<file path="config.mk">
export PLATFORM = sky130hd
export DESIGN_NAME = mem_resp_stage_flat
export DESIGN_NICKNAME = d
export VERILOG_FILES = /design/src/rtl/mem_resp_stage_if.sv /design/src/rtl/mem_resp_stage.sv /design/src/flat_wrapper.sv
export SDC_FILE = /design/constraint.sdc
export NUM_CORES = 1
export LEC_CHECK = 0
export CORE_ASPECT_RATIO = 1.2
export CORE_MARGIN = 1
export CORE_UTILIZATION = 25
export DETAILED_ROUTE_END_ITERATION = 7
export DONT_BUFFER_PORTS = 1
export GPL_ROUTABILITY_DRIVEN = 0
export GPL_TIMING_DRIVEN = 0
export SLEW_MARGIN = 20
export SYNTH_ARGS = -nofsm -noshare
export SYNTH_HDL_FRONTEND = slang
export SYNTH_SLANG_ARGS = --single-unit
</file>
<file path="constraint.sdc">
create_clock -name clk -period 2.6 [get_ports clk]
set_input_delay 0.26 -clock clk [delete_from_list [all_inputs] [get_ports clk]]
set_output_delay 0.26 -clock clk [all_outputs]
set_load 0.005 [all_outputs]
</file>
<file path="src/rtl/mem_resp_stage_if.sv">
// Handshake and bus bundle around the MEM response stage: EXE->MEM, MEM->WB and data-SRAM response.
// The stage itself uses the slave modport; the surrounding pipeline/bench drives the master side.
interface mem_resp_stage_if;
    logic        flush;
    logic        ws_allowin;
    logic        ms_allowin;
    logic        es_to_ms_valid;
    logic [96:0] es_to_ms_bus;
    logic        ms_to_ws_valid;
    logic [86:0] ms_to_ws_bus;
    logic [9:0]  stall_ms_bus;
    logic [32:0] forward_ms_bus;
    logic        data_sram_data_ok;
    logic [31:0] data_sram_rdata;

    modport master (
        output flush, ws_allowin, es_to_ms_valid, es_to_ms_bus, data_sram_data_ok, data_sram_rdata,
        input  ms_allowin, ms_to_ws_valid, ms_to_ws_bus, stall_ms_bus, forward_ms_bus
    );

    modport slave (
        input  flush, ws_allowin, es_to_ms_valid, es_to_ms_bus, data_sram_data_ok, data_sram_rdata,
        output ms_allowin, ms_to_ws_valid, ms_to_ws_bus, stall_ms_bus, forward_ms_bus
    );
endinterface

</file>
<file path="src/rtl/mem_resp_stage.sv">
// MEM stage: waits for data_ok, buffers early read data, extracts loads and drops stale responses.
// Define MS_LOAD_FWD_EN to forward load results in the cycle their data is available.
module mem_resp_stage #(
    parameter int unsigned DISC_WD = 2
) (
    input logic             clk,
    input logic             resetn,
    mem_resp_stage_if.slave bus
);
    logic               ms_valid;
    logic [96:0]        ms_bus_r;
    logic               buf_valid;
    logic [31:0]        rdata_buf;
    logic [DISC_WD-1:0] disc_cnt;
    logic [DISC_WD-1:0] disc_d;

    logic        mem_req;
    logic        bd;
    logic        exc_sys;
    logic        eret_flush;
    logic        cp0_wen;
    logic        res_from_cp0;
    logic [7:0]  cp0_addr;
    logic        res_from_mem;
    logic [6:0]  inst_load;
    logic        gr_we;
    logic [4:0]  dest;
    logic [31:0] alu_result;
    logic [31:0] pc;
    logic        unused_ld_extd;

    assign {mem_req, bd, exc_sys, eret_flush, cp0_wen, res_from_cp0, cp0_addr, res_from_mem,
            inst_load} = ms_bus_r[96:75];
    assign gr_we      = ms_bus_r[69];
    assign dest       = ms_bus_r[68:64];
    assign alu_result = ms_bus_r[63:32];
    assign pc         = ms_bus_r[31:0];
    // Extension op is consumed further down the pipe.
    assign unused_ld_extd = ^ms_bus_r[74:70];

    logic own_ok;
    logic ms_ready_go;
    logic ms_allowin;
    logic ms_to_ws_valid;
    logic handoff;
    logic buf_load;
    logic kill_ms;
    logic kill_es;
    logic disc_dec;

    assign own_ok         = bus.data_sram_data_ok && (disc_cnt == '0);
    assign ms_ready_go    = !mem_req || buf_valid || own_ok;
    assign ms_allowin     = !ms_valid || (ms_ready_go && bus.ws_allowin);
    assign ms_to_ws_valid = ms_valid && ms_ready_go;
    assign handoff        = ms_to_ws_valid && bus.ws_allowin;
    assign buf_load       = ms_valid && mem_req && !buf_valid && own_ok && !bus.ws_allowin;

    // A flushed access whose response is still in flight must have that response swallowed later.
    assign kill_ms  = bus.flush && ms_valid && mem_req && !buf_valid && !own_ok;
    assign kill_es  = bus.flush && bus.es_to_ms_valid && bus.es_to_ms_bus[96];
    assign disc_dec = bus.data_sram_data_ok && (disc_cnt != '0);
    assign disc_d   = disc_cnt + DISC_WD'(kill_ms) + DISC_WD'(kill_es) - DISC_WD'(disc_dec);

    always_ff @(posedge clk or negedge resetn) begin
        if (!resetn) begin
            ms_valid  <= 1'b0;
            ms_bus_r  <= '0;
            buf_valid <= 1'b0;
            rdata_buf <= '0;
            disc_cnt  <= '0;
        end else begin
            disc_cnt <= disc_d;
            if (bus.flush) begin
                ms_valid  <= 1'b0;
                buf_valid <= 1'b0;
            end else begin
                if (ms_allowin) begin
                    ms_valid <= bus.es_to_ms_valid;
                end
                if (ms_allowin && bus.es_to_ms_valid) begin
                    ms_bus_r <= bus.es_to_ms_bus;
                end
                if (handoff) begin
                    buf_valid <= 1'b0;
                end else if (buf_load) begin
                    buf_valid <= 1'b1;
                    rdata_buf <= bus.data_sram_rdata;
                end
            end
        end
    end

    logic [31:0] ld_data;
    logic [1:0]  a;
    logic [7:0]  ld_byte;
    logic [15:0] ld_half;
    logic [31:0] load_val;
    logic [3:0]  rf_wstrb;
    logic [31:0] final_result;

    assign ld_data = buf_valid ? rdata_buf : bus.data_sram_rdata;
    assign a       = alu_result[1:0];
    assign ld_byte = ld_data[{a, 3'b000} +: 8];
    assign ld_half = a[1] ? ld_data[31:16] : ld_data[15:0];

    // inst_load is one-hot {lb,lbu,lh,lhu,lw,lwl,lwr}; all-zero for non-loads.
    always_comb begin
        load_val = ld_data;
        rf_wstrb = 4'b1111;
        unique case (inst_load)
            7'b1000000: load_val = {{24{ld_byte[7]}}, ld_byte};
            7'b0100000: load_val = {24'h0, ld_byte};
            7'b0010000: load_val = {{16{ld_half[15]}}, ld_half};
            7'b0001000: load_val = {16'h0, ld_half};
            7'b0000100: load_val = ld_data;
            7'b0000010: begin
                load_val = ld_data << {~a, 3'b000};
                rf_wstrb = 4'b1111 << ~a;
            end
            7'b0000001: begin
                load_val = ld_data >> {a, 3'b000};
                rf_wstrb = 4'b1111 >> a;
            end
            default: ;
        endcase
    end

    assign final_result = res_from_mem ? load_val : alu_result;

    logic fwd_valid;
`ifdef MS_LOAD_FWD_EN
    assign fwd_valid = ms_valid && !res_from_cp0 && (!res_from_mem || buf_valid || own_ok);
`else
    assign fwd_valid = ms_valid && !res_from_mem && !res_from_cp0;
`endif

    assign bus.ms_allowin     = ms_allowin;
    assign bus.ms_to_ws_valid = ms_to_ws_valid;
    assign bus.ms_to_ws_bus   = {bd, exc_sys, eret_flush, cp0_wen, res_from_cp0, cp0_addr, gr_we,
                                 rf_wstrb, dest, final_result, pc};
    assign bus.stall_ms_bus   = {{5{ms_valid & gr_we}}, dest};
    assign bus.forward_ms_bus = {fwd_valid, final_result};
endmodule
</file>
<file path="src/flat_wrapper.sv">
// flat-port wrapper written by rule: the top's interface ports become plain ports
module mem_resp_stage_flat 
#(
    parameter int unsigned DISC_WD = 2
)
  (clk, resetn, bus_flush, bus_ws_allowin, bus_es_to_ms_valid, bus_es_to_ms_bus, bus_data_sram_data_ok, bus_data_sram_rdata, bus_ms_allowin, bus_ms_to_ws_valid, bus_ms_to_ws_bus, bus_stall_ms_bus, bus_forward_ms_bus);
  mem_resp_stage_if bus_i ();
  input logic clk;
  input logic resetn;
  input wire logic [$bits(bus_i.flush)-1:0] bus_flush;
  input wire logic [$bits(bus_i.ws_allowin)-1:0] bus_ws_allowin;
  input wire logic [$bits(bus_i.es_to_ms_valid)-1:0] bus_es_to_ms_valid;
  input wire logic [$bits(bus_i.es_to_ms_bus)-1:0] bus_es_to_ms_bus;
  input wire logic [$bits(bus_i.data_sram_data_ok)-1:0] bus_data_sram_data_ok;
  input wire logic [$bits(bus_i.data_sram_rdata)-1:0] bus_data_sram_rdata;
  output wire logic [$bits(bus_i.ms_allowin)-1:0] bus_ms_allowin;
  output wire logic [$bits(bus_i.ms_to_ws_valid)-1:0] bus_ms_to_ws_valid;
  output wire logic [$bits(bus_i.ms_to_ws_bus)-1:0] bus_ms_to_ws_bus;
  output wire logic [$bits(bus_i.stall_ms_bus)-1:0] bus_stall_ms_bus;
  output wire logic [$bits(bus_i.forward_ms_bus)-1:0] bus_forward_ms_bus;
  assign bus_i.flush = bus_flush;
  assign bus_i.ws_allowin = bus_ws_allowin;
  assign bus_i.es_to_ms_valid = bus_es_to_ms_valid;
  assign bus_i.es_to_ms_bus = bus_es_to_ms_bus;
  assign bus_i.data_sram_data_ok = bus_data_sram_data_ok;
  assign bus_i.data_sram_rdata = bus_data_sram_rdata;
  assign bus_ms_allowin = bus_i.ms_allowin;
  assign bus_ms_to_ws_valid = bus_i.ms_to_ws_valid;
  assign bus_ms_to_ws_bus = bus_i.ms_to_ws_bus;
  assign bus_stall_ms_bus = bus_i.stall_ms_bus;
  assign bus_forward_ms_bus = bus_i.forward_ms_bus;
  mem_resp_stage #(.DISC_WD(DISC_WD)) u_core (.clk(clk), .resetn(resetn), .bus(bus_i));
endmodule
</file>
==> metrics.txt, run 1 <==
initial antenna violation count=1; clock skew=0.01079 ns; CP max-delay cell=mux4_2; Post-synth EDFFs=0; largest net degree at the start of global routing=129; Top delay family on crit path=multiplexers; top cells by count, synth=dfrtp_1 (128), buf_4 (99), mux2_2 (91), mux2_4 (84), o22ai_1 (37); final setup fails=56; Num CTS Buffers=17; met1 Usage GRT=21.59%; IO Pins=267; most numerous cell in the Yosys netlist=dfrtp_1; Fill cells=3529; DRT Wirelength=35.73 mm; first-pass GRT wire length=50.44 mm; failing checks=hold timing, setup timing; grt ovf=0; placed cell area=9920 sq um; Power Density=689.8 nW/um^2; Port Buf Inserts=0; Period Utilization, post-route=111.2%; hold_ws=-0.4724 ns; Worst Path Class, Setup=reg -> out; Clock transition at path regs=0.06 ns; RR Endpoint=u_core.disc_cnt[1]; Synth area leader=dfrtp_1; vias in the first global route=7968; H-tree levels=4; DRT iter0 DRCs=669; Design Area, Final=13350 sq um; met3 Usage GRT=5.053%; CP Launch Type=register; post-synthesis sequential area ratio=34.34%; RR Startpoint=u_core.buf_valid; VDD IR max=0.3300 mV; antenna viol nets, final=0; final hold vios=128; GRT Overall Usage=18.21%; WP buf/inv=3; Power Total=9.211 mW; worst endpoint required time=2.34 ns; DR vias=7715; worst path cell trace=inv_2, mux4_2, nor2_4, buf_8, nor4_2, o22ai_2, buf_4; Unique masters post-synth=66; buffer depth of the longest clock path=2; hpwl dp=24.31 mm; CP max FO=10; cell area after synthesis=9326 sq um; Max-slew headroom=44.50%; DRC Markers=0; drt via density=5.273; Site Rows=77; Die X-Extent=178.3 um; Highest Clock Rate=345.8 MHz; layout cells sized above 1=56.98%; Layout area overhead=43.17%; top cells by area, synth=dfrtp_1 (34%), mux2_4 (14%), mux2_2 (11%), buf_4 (8.0%), mux4_2 (6.3%); Initial Utilization=25.34%; Setup WS post-layout=-0.2919 ns; GR Layer Usage met2=29.62%; Yosys reg bits=128; max-cap violations=0; NumNets Final=1112; Post-Syn Nets=923; Post-Syn Instances=786; Most Used Layer, Global Route=met2; Pins Over Slew Limit=0; DR pass1 iterations=6; Root Driver=clkbuf_16; clock sinks=128; actual slew at the worst max-slew pin=0.8325 ns; leakage=5.571 nW; placed cells=1260; Die Span Y=213.6 um; top cell type's share of synthesized area=34.34%; FF-to-FF path depth=10; worst path arrival time=2.63 ns; Final min period=2.892 ns; TritonCTS clock tree=yes; FF-to-FF setup slack=0.26 ns; status=complete, but fails checks; Syn Area/Cell=11.87 sq um; Critical Path Sink Type=primary output; Synth async-reset ratio=100.0%; slowest stage delay, CP=0.61 ns; core area=36800 sq um; Synth Flop Type=dfrtp_1; Worst-Skew Late Latency=0.44 ns; Non-Filler Instances=1463; Post-Route Utilization=36.28%; DR WL/cell=24.42 um; Synth warnings=0; RSZ-0062 raised after global routing=yes; Hold Crit Class=in -> async; die area=38090 sq um
-- flip-flops by register name, summed over array words and instances, names as in the netlist --
signal and flops:
u_core.disc_cnt 2, u_core.rdata_buf 32, u_core.ms_valid 1, u_core.buf_valid 1, u_core.ms_bus_r 92
-- cells by family (layout without fill, tap and decap cells) --
family                   count (synthesis)  after routing  synth area share [%]
AO/OA/AOI/OAI                          138            138                 10.08
other                                    0              1                     0
buffers and inverters                  182            383                 14.10
adder cells (fa/ha/maj)                  2              2                0.3488
multiplexers                           228            228                 33.70
XOR/XNOR                                 4              4                0.3757
AND/OR/NAND/NOR                        104            105                 7.057
flip-flops                             128            128                 34.34
-- routing by layer --
metal	routed length, um	share of wire [%]
met2	16940	47
met4	2045	5.7
met3	3259	9.1
met1	13480	38
met5	10	0.028
-- what timing repair did --
action / 4_1_cts / 5_1_grt
pin swaps: 31 / 33
gates cloned: 3 / 1
setup endpoints to repair: 64 / 60
setup buffers: 25 / 17
hold buffers: 126 / 1
hold endpoints to repair: 254 / 129
resized for setup: 172 / 66
-- placed cells by master (no fill, tap or decap), types with 5 or more instances in the layout --
master,instances
dfrtp_1,122
nor3_2,7
buf_12,18
a21oi_4,8
dlygate4sd3_1,127
o21ai_0,25
inv_1,32
inv_6,8
clkbuf_1,7
o22ai_4,6
buf_8,8
mux2_2,80
o21ai_1,5
o22ai_2,31
buf_4,128
dfrtp_2,6
a22oi_1,5
o2bb2ai_1,8
o2bb2ai_2,7
nand2_1,10
nor4_2,22
mux2i_4,7
mux4_2,26
buf_6,18
o21bai_4,6
mux2_4,95
nor2_1,19
buf_2,9
nand4_1,5
clkbuf_16,18
mux2i_1,15
o31ai_1,5
-- final cells by class --
type | count | area, sq um | share of cell area (%)
multi-input combinational | 477 | 5774 | 43.24
sequential | 128 | 3211 | 24.04
clock buffer | 18 | 439.2 | 3.289
inverter | 33 | 123.9 | 0.9277
buffer | 146 | 1376 | 10.31
tap | 474 | 593.1 | 4.442
timing repair buffer | 172 | 1690 | 12.66
clock inverter | 14 | 142.6 | 1.068
antenna | 1 | 2.502 | 0.01874
-- worst max path at each step --
stage                     cells after the start                 from              endpoint
after floorplan                              10     u_core.buf_valid    u_core.disc_cnt[1]
after global placement                        7  u_core.ms_bus_r[80]  bus_ms_to_ws_bus[35]
after detailed placement                      7  u_core.ms_bus_r[80]  bus_ms_to_ws_bus[35]
after CTS                                     8     u_core.buf_valid  bus_ms_to_ws_bus[48]
after global routing                          9  u_core.ms_bus_r[32]  bus_ms_to_ws_bus[56]
final                                         7  u_core.ms_bus_r[33]  bus_ms_to_ws_bus[49]
-- power breakdown --
part / switching, mW / internal [mW] / total (mW)
Sequential: 0.444 / 2.46 / 2.90
Combinational: 1.77 / 2.11 / 3.88
Clock: 1.06 / 1.37 / 2.43
-- metrics by stage --
stage | setup WS [ns] | TNS (ns)
6_report | -0.2919 | -8.079
3_3_place_gp | -0.2388 | -1.589
4_1_cts | -0.2527 | -5.755
3_5_place_dp | -0.2305 | -1.659
2_1_floorplan | 0.3613 | 0
5_1_grt | -0.3781 | -12.41
No activity file was read; power rests on OpenSTA's default activity.
==> run 2: changes to the inputs <==
--- a/config.mk
+++ b/config.mk
@@ -12,6 +12,7 @@
 export DONT_BUFFER_PORTS = 1
 export GPL_ROUTABILITY_DRIVEN = 0
 export GPL_TIMING_DRIVEN = 0
+export PLACE_DENSITY = 0.46
 export SLEW_MARGIN = 20
 export SYNTH_ARGS = -nofsm -noshare
 export SYNTH_HDL_FRONTEND = slang
==> run 2 against run 1 <==
  * The flow still finishes with violations (hold timing, setup timing)
  * Flip-flop and latch count did not move
  * Sequential share of layout area barely moved
  * Core utilization barely moved
  * Clock skew barely moved
  * Clock-buffer cell count rose by 2
  * Die area did not move
  * Via count fell by 3.7%
  * Final cell count rose by 0.41%
  * Clock power barely moved
  * Critical path type unchanged
  * Critical endpoint is now bus_ms_to_ws_bus[47]
  * Largest cell class unchanged
==> metrics.txt, run 2 (synthesized netlist as in run 1, its figures left out) <==
Non-Filler Instances=1469 (+0.41%); Layout area overhead=43.20% (about the same); sw frac=35.03% (-0.43 points); Worst-Skew Late Latency=0.44 ns (about the same); max reg flops=92 (unchanged); worst endpoint required time=2.34 ns (about the same); Power Internal=5.908 mW (-0.63%); Design Area, Final=13360 sq um (about the same); CP Launch Type=register; buffer depth of the longest clock path=2 (unchanged); worst path arrival time=2.69 ns (+0.06 ns); vias in the first global route=7780 (-2.4%); Highest Clock Rate=339.1 MHz (-1.9%); status=complete, but fails checks; met1 wire length=14.08 mm (+4.5%); FF-to-FF path depth=10 (unchanged); Initial Utilization=25.34% (unchanged); Port Buf Inserts=0 (unchanged); Setup WS post-layout=-0.3487 ns (-0.05681 ns); DRT iter0 DRCs=569 (-15%); RR Startpoint=u_core.buf_valid; Clock transition at path regs=0.08 ns (+0.02 ns); DRT Wirelength=35.12 mm (-1.7%); Critical Path Sink Type=primary output; final hold vios=128 (unchanged); VDD IR max=0.4359 mV (+32%); Site Rows=77 (unchanged); DR pass1 iterations=5 (-1); largest net degree at the start of global routing=129 (unchanged); largest registers=u_core.ms_bus_r: 92 flops, u_core.rdata_buf: 32 flops, u_core.disc_cnt: 2 flops; failing checks=hold timing, setup timing; drt via density=5.055 (-4.1%); Fill cells=3632 (+2.9%); antenna viol nets, final=0 (unchanged); DRC Markers=0 (unchanged); core area=36800 sq um (unchanged); Setup TNS Final=-7.341 ns (+0.7381 ns); actual slew at the worst max-slew pin=0.7311 ns (-0.1014 ns); H-tree levels=4 (unchanged); NumNets Final=1119 (+0.63%); DR vias=7426 (-3.7%); max-cap violations=0 (unchanged); final setup fails=58 (+3.6%); DR WL/cell=23.91 um (-2.1%); Post-Route Utilization=36.29% (about the same); Power Total=9.093 mW (-1.3%); Root Driver=clkbuf_16; placed cell area=9920 sq um (unchanged); Hold Crit Class=in -> async; Die Span Y=213.6 um (unchanged); Period Utilization, post-route=113.4% (+2.2 points); Clk network pwr share=26.6% (+0.2 points); antenna cells=0 (-1); Psw=3.185 mW (-2.5%); Final min period=2.949 ns (+0.05681 ns); RSZ-0062 raised after global routing=yes; commonest non-fill, non-tap cell in the layout=dlygate4sd3_1; GRT Overall Usage=18.48% (+0.27 points); Comb pwr share=41.6% (-0.5 points); TritonCTS clock tree=yes; IO Pins=267 (unchanged); commonest non-fill, non-tap cells in the layout=dlygate4sd3_1 (127), dfrtp_1 (122), buf_4 (121); Num CTS Buffers=17 (unchanged); Power Density=680.8 nW/um^2 (-1.3%); Reg area=3211 sq um (unchanged); Max-slew headroom=51.26% (+6.8 points); pre-CTS setup slack=-0.3095 ns (-0.07899 ns); placed cells=1260 (unchanged); clock skew=0.01040 ns (-0.0003953 ns); initial antenna violation count=1 (unchanged); metal3 WL=2.432 mm (-25%); CP max FO=10 (unchanged); clock sinks=128 (unchanged); grt ovf=0 (unchanged); metal2 WL=16.53 mm (-2.4%); Multi-input gate area=5629 sq um (-2.5%); Sequential Power Share=31.9% (+0.4 points); Die X-Extent=178.3 um (unchanged); FF-to-FF setup slack=0.19 ns (-0.07 ns); RR Endpoint=u_core.disc_cnt[1]; hpwl dp=24.64 mm (+1.3%); leakage=5.585 nW (+0.25%); Reg with most FFs=u_core.ms_bus_r; layout cells sized above 1=56.18% (-0.80 points); DR top layer=met5; Pins Over Slew Limit=0 (unchanged); die area=38090 sq um (unchanged); first-pass GRT wire length=50.31 mm (-0.25%); hold_buf cts=127 (+0.79%); Worst Path Class, Setup=reg -> out; hold_ws=-0.4858 ns (-0.01339 ns)
-- run 2: what timing repair did --
action	4_1_cts	5_1_grt
buffers inserted	34	14
setup endpoints to repair	65	62
endpoints found under the hold margin	254	128
pin swaps	39	22
gates cloned	3	3
resized for setup	158	72
-- run 2: worst max-delay path by stage --
stage	end	start	depth (start not counted)
6_report	bus_ms_to_ws_bus[47]	u_core.ms_bus_r[32]	8
5_1_grt	bus_ms_to_ws_bus[47]	u_core.ms_bus_r[32]	8
4_1_cts	bus_ms_to_ws_bus[49]	u_core.ms_bus_r[79]	7
3_5_place_dp	bus_ms_to_ws_bus[57]	u_core.buf_valid	8
3_3_place_gp	bus_ms_to_ws_bus[57]	u_core.buf_valid	8
2_1_floorplan	u_core.disc_cnt[1]	u_core.buf_valid	10
-- run 2: critical path: stages (launching register included) --
cell and delay [ns]:
dfrtp_1 0.37, buf_6 0.14, mux2i_2 0.16, mux4_2 0.54, nor2_4 0.20, buf_8 0.18
nor4_2 0.06, o22ai_2 0.40, buf_4 0.20
-- run 2: cell type report --
type,instances,area share [%]
well taps,474,4.441
plain buffers,145,10.11
inverters,33,0.9275
multi-input cells,476,42.15
flip-flops and latches,128,24.04
clock inverters,12,0.9275
clock buffers,20,3.345
repair buffers,181,14.06
-- run 2: power groups by stage --
stage               registers (mW)  logic, mW  clock network [mW]
floorplan                     2.75       2.33                   0
global placement              2.89       2.92                   0
detailed placement            2.89       2.93                   0
CTS                           2.89       3.54                2.50
global route                  2.96       4.02                2.57
finish                        2.90       3.78                2.42
-- run 2: metal layers --
| layer | vias up | track usage, % |
|---|---|---|
| li1 | 3215 | - |
| met3 | 105 | 4.273 |
| met1 | 3724 | 22.38 |
| met4 | 2 | 11.60 |
| met5 | - | 0 |
| met2 | 380 | 29.55 |
